File: src/rtl/data_writeback_cache_controller_pkg.sv
// Shared types and constants for the write-back data cache miss controller.
package cache_pkg;

    typedef enum logic [1:0] {
        READY,
        WRITEBACK,
        FETCH
    } cache_state_t;

    // Byte offset within a 32-bit word; the word index starts above it.
    localparam int WORD_OFFSET_LSB = 2;

endpackage

File: src/rtl/data_writeback_cache_controller_block_word_counter.sv
// Word-within-block counter used to sequence eviction and refill beats.
module block_word_counter #(
    parameter int blocksize = 4
) (
    input  logic                         clk,
    input  logic                         reset,
    input  logic                         clear_i,
    input  logic                         en_i,
    output logic [$clog2(blocksize)-1:0] cnt_o,
    output logic                         last_o
);

    localparam int CW = $clog2(blocksize);

    logic [CW-1:0] cnt_q;
    logic [CW-1:0] cnt_d;

    assign cnt_o  = cnt_q;
    assign last_o = (cnt_q == CW'(blocksize - 1));

    // Next count: clear wins, otherwise advance and wrap after the last word.
    always_comb begin
        cnt_d = cnt_q;
        if (clear_i) begin
            cnt_d = '0;
        end else if (en_i) begin
            cnt_d = last_o ? '0 : cnt_q + 1'b1;
        end
    end

    // Count register, asynchronously cleared.
    always_ff @(posedge clk or posedge reset) begin
        if (reset) begin
            cnt_q <= '0;
        end else begin
            cnt_q <= cnt_d;
        end
    end

endmodule

File: src/rtl/data_writeback_cache_controller.sv
// Miss-handling controller for the write-back data cache: detects hits,
// stalls on misses, evicts a dirty victim, then refills the block.
module data_writeback_cache_controller
    import cache_pkg::*;
#(
    parameter int tagbits   = 14,
    parameter int blocksize = 4,
    parameter int setbits   = 14
) (
    input  logic                         clk,
    input  logic                         reset,
    input  logic                         MemRE,
    input  logic                         MemWE,
    input  logic [31:0]                  A,
    input  logic [tagbits-1:0]           CTag,
    input  logic                         CValid,
    input  logic                         CDirty,
    input  logic                         BusReady,
    output logic                         Stall,
    output logic                         CWE,
    output logic                         CDirtyIn,
    output logic                         CWDSel,
    output logic [$clog2(blocksize)-1:0] WordSel,
    output logic                         HRequest,
    output logic                         HWrite,
    output logic [31:0]                  HAddr
);

    localparam int CW      = $clog2(blocksize);
    localparam int BLK_LSB = WORD_OFFSET_LSB + CW;

    cache_state_t  state_q;
    cache_state_t  state_d;
    logic [CW-1:0] cnt;
    logic          cnt_last;
    logic          cnt_en;
    logic          cnt_clear;
    logic          access;
    logic          is_store;
    logic          hit;
    logic          unused_byte_offset;

    assign access             = MemRE | MemWE;
    assign is_store           = MemWE;
    assign hit                = CValid & (CTag == A[31 -: tagbits]);
    assign unused_byte_offset = ^A[WORD_OFFSET_LSB-1:0];

    // Counter only runs during bus beats; parked at zero while READY.
    assign cnt_clear = (state_q == READY);

    block_word_counter #(
        .blocksize (blocksize)
    ) u_word_cnt (
        .clk     (clk),
        .reset   (reset),
        .clear_i (cnt_clear),
        .en_i    (cnt_en),
        .cnt_o   (cnt),
        .last_o  (cnt_last)
    );

    // Next-state: miss picks eviction or refill; each phase ends on the last acked word.
    always_comb begin
        state_d = state_q;
        cnt_en  = 1'b0;
        case (state_q)
            READY: begin
                if (access && !hit) begin
                    state_d = (CValid && CDirty) ? WRITEBACK : FETCH;
                end
            end
            WRITEBACK: begin
                cnt_en = BusReady;
                if (BusReady && cnt_last) begin
                    state_d = FETCH;
                end
            end
            FETCH: begin
                cnt_en = BusReady;
                if (BusReady && cnt_last) begin
                    state_d = READY;
                end
            end
            default: state_d = READY;
        endcase
    end

    // State register, asynchronously returned to READY.
    always_ff @(posedge clk or posedge reset) begin
        if (reset) begin
            state_q <= READY;
        end else begin
            state_q <= state_d;
        end
    end

    // Outputs decoded from state, word count and inputs; reset suppresses cache writes.
    always_comb begin
        Stall    = 1'b0;
        CWE      = 1'b0;
        CDirtyIn = 1'b0;
        CWDSel   = 1'b0;
        WordSel  = '0;
        HRequest = 1'b0;
        HWrite   = 1'b0;
        HAddr    = '0;
        case (state_q)
            READY: begin
                if (access) begin
                    if (!hit) begin
                        Stall = 1'b1;
                    end else if (is_store) begin
                        CWE      = ~reset;
                        CDirtyIn = 1'b1;
                        WordSel  = A[WORD_OFFSET_LSB +: CW];
                    end
                end
            end
            WRITEBACK: begin
                Stall    = 1'b1;
                HRequest = 1'b1;
                HWrite   = 1'b1;
                HAddr    = {CTag, A[BLK_LSB +: setbits], cnt, {WORD_OFFSET_LSB{1'b0}}};
            end
            FETCH: begin
                Stall    = 1'b1;
                HRequest = 1'b1;
                HAddr    = {A[31:BLK_LSB], cnt, {WORD_OFFSET_LSB{1'b0}}};
                CWE      = BusReady;
                CWDSel   = 1'b1;
                WordSel  = cnt;
            end
            default: ;
        endcase
    end

endmodule

File: config.mk
export PLATFORM = sky130hd
export DESIGN_NAME = data_writeback_cache_controller
export DESIGN_NICKNAME = d
export VERILOG_FILES = /design/src/rtl/data_writeback_cache_controller_pkg.sv /design/src/rtl/data_writeback_cache_controller_block_word_counter.sv /design/src/rtl/data_writeback_cache_controller.sv
export SDC_FILE = /design/constraint.sdc
export NUM_CORES = 1
export LEC_CHECK = 0
export CAP_MARGIN = 20
export CELL_PAD_IN_SITES_DETAIL_PLACEMENT = 2
export CELL_PAD_IN_SITES_GLOBAL_PLACEMENT = 2
export CORE_MARGIN = 5
export CORE_UTILIZATION = 13
export DETAILED_ROUTE_END_ITERATION = 7
export GPL_ROUTABILITY_DRIVEN = 0
export GPL_TIMING_DRIVEN = 0
export HOLD_SLACK_MARGIN = 0.06
export PLACE_DENSITY = 0.88
export SLEW_MARGIN = 20
export SYNTH_ARGS = -nofsm -noshare
export SYNTH_HDL_FRONTEND = slang
export SYNTH_SLANG_ARGS = --single-unit
File: constraint.sdc
create_clock -name clk -period 5.6 [get_ports clk]
set_clock_uncertainty 0.1 [all_clocks]
set_input_delay 1.12 -clock clk [delete_from_list [all_inputs] [get_ports clk]]
set_output_delay 1.12 -clock clk [all_outputs]
set_load 0.01 [all_outputs]
* After elaboration in Yosys (flattened, before gate mapping)
Cells that the tools add are included.
Operators by class: add/sub/neg operators 1, reduce and logical (&&, ||, !) cells 8, equal/unequal tests 7, bitwise logic cells 3, multiplexer cells 28
Operators by type and width (number):
- $pmux W32 S2 | 1
- $mux W2 | 10
- $eq A14 B14 Y1 | 1
- $mux W1 | 13
- $pmux W2 S3 | 1
- $eq A2 B2 Y1 const B | 2
- $ne A2 B2 Y1 const B | 2
- $pmux W1 S2 | 2
- $pmux W2 S2 | 1
- $logic_and A1 B1 Y1 | 3
- $reduce_and A3 Y1 | 1
- $add A2 B1 Y2 const B | 1
- $eq A2 B1 Y1 const B | 1
- $logic_not A2 Y1 | 1
- $ne A2 B1 Y1 const B | 1
- $reduce_bool A2 Y1 | 1
- $reduce_or A2 Y1 | 1
- $and A1 B1 Y1 | 1
- $logic_not A1 Y1 | 1
- $not A1 Y1 | 1
- $or A1 B1 Y1 | 1
Storage, ports and cells: flip-flop bits (word level) 4, logic and storage cells 49

* Logic depth before layout (Yosys ltp)
depth after elaboration 6, gate-level depth with buffers 8, depth with buffers taken out 7

* Modules after synthesis
Synthesis repeated with hierarchy kept, for this count alone.
Unflattened totals: cell total of the unflattened synthesis 111, area total of the unflattened synthesis 872.1 um2
Modules (own cells, without submodules):
- data_writeback_cache_controller | area an instance 768.2 um2, cells each 102, times used 1
- block_word_counter | area an instance 103.8 um2, cells each 9, times used 1

* Worst setup path after synthesis
No wires, ideal clock.
path kind in2out, start input port A[19], end output port CWE, buffers on the path 0, stages on the path 5, slack 2.282 ns, data arrival time 2.098 ns, cell sequence xnor2_1 nand4_1 nor4_2 and3_4 a22o_2
Between the ends: longest elaborated chain between the ends 5
RTL lines:
- start, declared | line data_writeback_cache_controller.sv:14 | input logic [31:0] A,
- $eq A14 B14 Y1 | line data_writeback_cache_controller.sv:45 | assign hit = CValid & (CTag == A[31 -: tagbits]);
- $and A1 B1 Y1 | line data_writeback_cache_controller.sv:45
- $mux W1 | line data_writeback_cache_controller.sv:110 | if (!hit) begin
- $mux W1 | line data_writeback_cache_controller.sv:109 | if (access) begin
- $pmux W1 S2 | line data_writeback_cache_controller.sv:107 | case (state_q)
- end, declared | line data_writeback_cache_controller.sv:20 | output logic CWE,
No other way between the ends.

* Worst setup path in the final report
start input port A[19], end output port WordSel[1]
Between the ends: longest elaborated chain between the ends 5
RTL lines:
- $eq A14 B14 Y1 | line data_writeback_cache_controller.sv:45
- $and A1 B1 Y1 | line data_writeback_cache_controller.sv:45
- $mux W2 | line data_writeback_cache_controller.sv:110
- $mux W2 | line data_writeback_cache_controller.sv:109
- $pmux W2 S2 | line data_writeback_cache_controller.sv:107
- end, declared | line data_writeback_cache_controller.sv:23 | output logic [$clog2(blocksize)-1:0] WordSel,
No other way between the ends.

==> flow_metrics.py <==
metrics = {
    "run_status": {
        "outcome": "complete, no violations",
    },
    "finish": {
        "fin_cells": 282,
        "syn2layout_area_growth_pct": 120,
        "diodes": 0,
        "final.fill_count": 719,
        "final_nets": 265,
        "final_util_pct": 29.5,
        "final_common_cell": "clkdlybuf4s50_1",
        "drive_above_1_share_pct": 6.34,
        "layout_common_cells": "88 x clkdlybuf4s50_1, 16 x and2_1, 15 x nor2b_1",
    },
    "clocking": {
        "cts-root-buf": "clkbuf_8",
        "clock_latency_ps": 220,
        "holdBufCountCts": 0,
        "path_clk_slew_ps": 30,
        "cts_resized": 0,
        "clk_path_buf_depth": 2,
        "htreeDepth": 1,
        "cts_buffers": 3,
        "clock_sinks": 4,
        "post-cts-setup-buffer-count": 0,
        "tritoncts": "yes",
    },
    "sta": {
        "worst_pin_slew_ps": 505,
        "fin_crit_sh_pct": 82.2,
        "slew_violations": 0,
        "fin_tns_setup_ps": 0,
        "slew_headroom_pct": 66.3,
        "setup_violations": 0,
        "hold_viol": 0,
        "post-route-min-period_ps": 4600,
        "achievable-frequency_mhz": 217,
        "grt_setup_unrepaired": "false",
        "holdWs_ps": 478,
    },
    "setup_path": {
        "cp_slowest_cell": "clkdlybuf4s50_1",
        "critPathKind": "input port to primary output",
        "reg2reg_to": "state_q[0]$_DFFE_PP0P_",
        "worstPathRequired_ps": 4380,
        "cp.depth": 7,
        "max_stage_delay_ps": 540,
        "cp.arrival_ps": 3380,
        "r2r_start": "state_q[0]$_DFFE_PP0P_",
        "critPathCaptureType": "primary output",
        "setup.worst_path.start": "A[19]",
        "critPathLaunchType": "input port",
        "crit_fanout": 4,
        "path_cells": "clkdlybuf4s50_1, xnor2_1, nand4_1, nor4_2, and3_4, a22o_2, clkdlybuf4s50_1",
        "r2r_slack_ps": 3630,
        "path_delay_family": "buffers and inverters",
        "cp_common_cell": "clkdlybuf4s50_1",
        "reg2reg_depth": 8,
        "cp-endpoint": "WordSel[1]",
        "critPathBufInv": 2,
    },
    "power": {
        "power_per_cell_area_nw_per_um2": 397,
        "vdd_drop_max_uv": 150,
        "power_leakage_nw": 0.678,
        "p_total_mw": 0.744,
    },
    "place": {
        "place_inst": 279,
        "io_buffers": 88,
        "hpwlAfterDp_um": 3870,
    },
    "routing": {
        "drc": 0,
        "vias": 1182,
        "ant_nets": 0,
        "drt-pass1-iter-count": 4,
        "wire_per_inst_um": 16.1,
        "wl_um": 4530,
        "viasPerCell": 4.19,
        "drtIter0Drc": 14,
    },
    "min_path": {
        "hold_start": "u_word_cnt.cnt_o[1]$_DFFE_PP0P_",
        "hold_path_class": "register to register",
    },
    "die": {
        "rows": 29,
        "start_util_pct": 13.4,
        "die_x_um": 90.9,
        "pin_count": 93,
        "core_um2": 6350,
        "dieArea_um2": 8260,
        "die_y_um": 90.9,
    },
    "logic_synthesis": {
        "avgSynthCellArea_um2": 7.53,
        "synth_edf_count": 0,
        "synthTopCellsByArea": "xnor2_1 14%, a22oi_1 12%, and2_1 12%",
        "synth_ff_type": "dfrtp_1",
        "ys_seq_area_share_pct": 11.8,
        "synth_area_um2": 851,
        "synthDistinctLibCells": 25,
        "synth-warning-count": 0,
        "synth-async-reset-ratio_pct": 100,
        "netlist_instances": 113,
        "synth-seq-cells": 4,
        "synth_largest_area_cell": "xnor2_1",
        "netlist.area_leader.share_pct": 14.4,
    },
    "global_route": {
        "grt_max_degree": 11,
        "busiest_layer": "met2",
        "use_met3_pct": 2.50,
        "antenna_found_initial": 0,
        "grt_pass1_wl_um": 7070,
        "use_met1_pct": 10.9,
        "track_usage_pct": 10.6,
        "grt_overflow_total": 0,
        "grt_use_met2_pct": 21.8,
        "grt_pass1_vias": 1324,
    },
    "flow_run": {
        "drv_cap": 0,
    },
}
-- sequential cells by signal, indices dropped and copies added, names as in the netlist --
register	cells
state_q	2
u_word_cnt.cnt_o	2
-- routing by layer --
metal | vias up | wire length [µm]
li1 | 573 | -
met3 | 2 | 232
met4 | 0 | 8
met5 | - | 0
met1 | 570 | 1680
met2 | 37 | 2610
-- report_power, final --
part,internal (mW),total [mW],switching (mW)
combinational,0.329,0.627,0.298
sequential,0.0405,0.0560,0.0155
clock,0.0458,0.0610,0.0152
total,0.416,0.744,0.328
-- how the worst min path moves through the flow --
stage                                      endpoint  slack, ps  cells after the start
global placement    u_word_cnt.cnt_o[1]$_DFFE_PP0P_        470                      2
finish              u_word_cnt.cnt_o[1]$_DFFE_PP0P_        480                      2
floorplan           u_word_cnt.cnt_o[1]$_DFFE_PP0P_        430                      2
detailed placement  u_word_cnt.cnt_o[1]$_DFFE_PP0P_        480                      2
CTS                 u_word_cnt.cnt_o[1]$_DFFE_PP0P_        480                      2
global route        u_word_cnt.cnt_o[1]$_DFFE_PP0P_        500                      2
-- synthesized netlist by cell type (3+ instances only) --
library cell	number
and2_1	16
nor2b_1	15
nor2_1	6
a22oi_1	14
inv_1	3
ha_1	5
mux2i_1	3
dfrtp_1	4
nand2_1	3
a22o_2	3
clkbuf_1	3
a21oi_1	6
xnor2_1	14
nand4_1	3
-- cell type report --
cell class                      count  area [µm²]  area share, %
Multi-Input combinational cell     99         703           37.5
Buffer                              8        40.0           2.14
Sequential cell                     4         100           5.34
Inverter                            3        11.3          0.601
Timing Repair Buffer               88         881           47.0
Tap cell                           77        96.3           5.14
Clock buffer                        3        41.3           2.20
-- through the flow --
step           setup WS (ps)  instance area, µm²
2_1_floorplan           2280                 855
3_3_place_gp            1060                1830
3_5_place_dp            1030                1830
4_1_cts                  990                1870
5_1_grt                  934                1870
6_report                 998                1870
-- worst register-to-register path: stages, from the launching register on --
cell and delay (ps):
dfrtp_1 410, inv_1 100, ha_1 180, buf_2 240
nor2_1 90, a21oi_1 360, nor3b_1 110, a21oi_1 160
mux2i_1 90
-- cell families (layout without fill, tap and decap cells) --
family | after synthesis | count (layout) | share of synthesized area (%)
mux | 3 | 3 | 3.53
buf+inv | 11 | 102 | 6.03
simple gates | 50 | 50 | 35.3
compound gates | 25 | 25 | 21.2
xor+xnor | 14 | 14 | 14.4
fa+ha+maj | 5 | 5 | 7.35
flops | 4 | 4 | 11.8
other cells | 1 | 2 | 0.441
(Power assumes the default switching activity.)
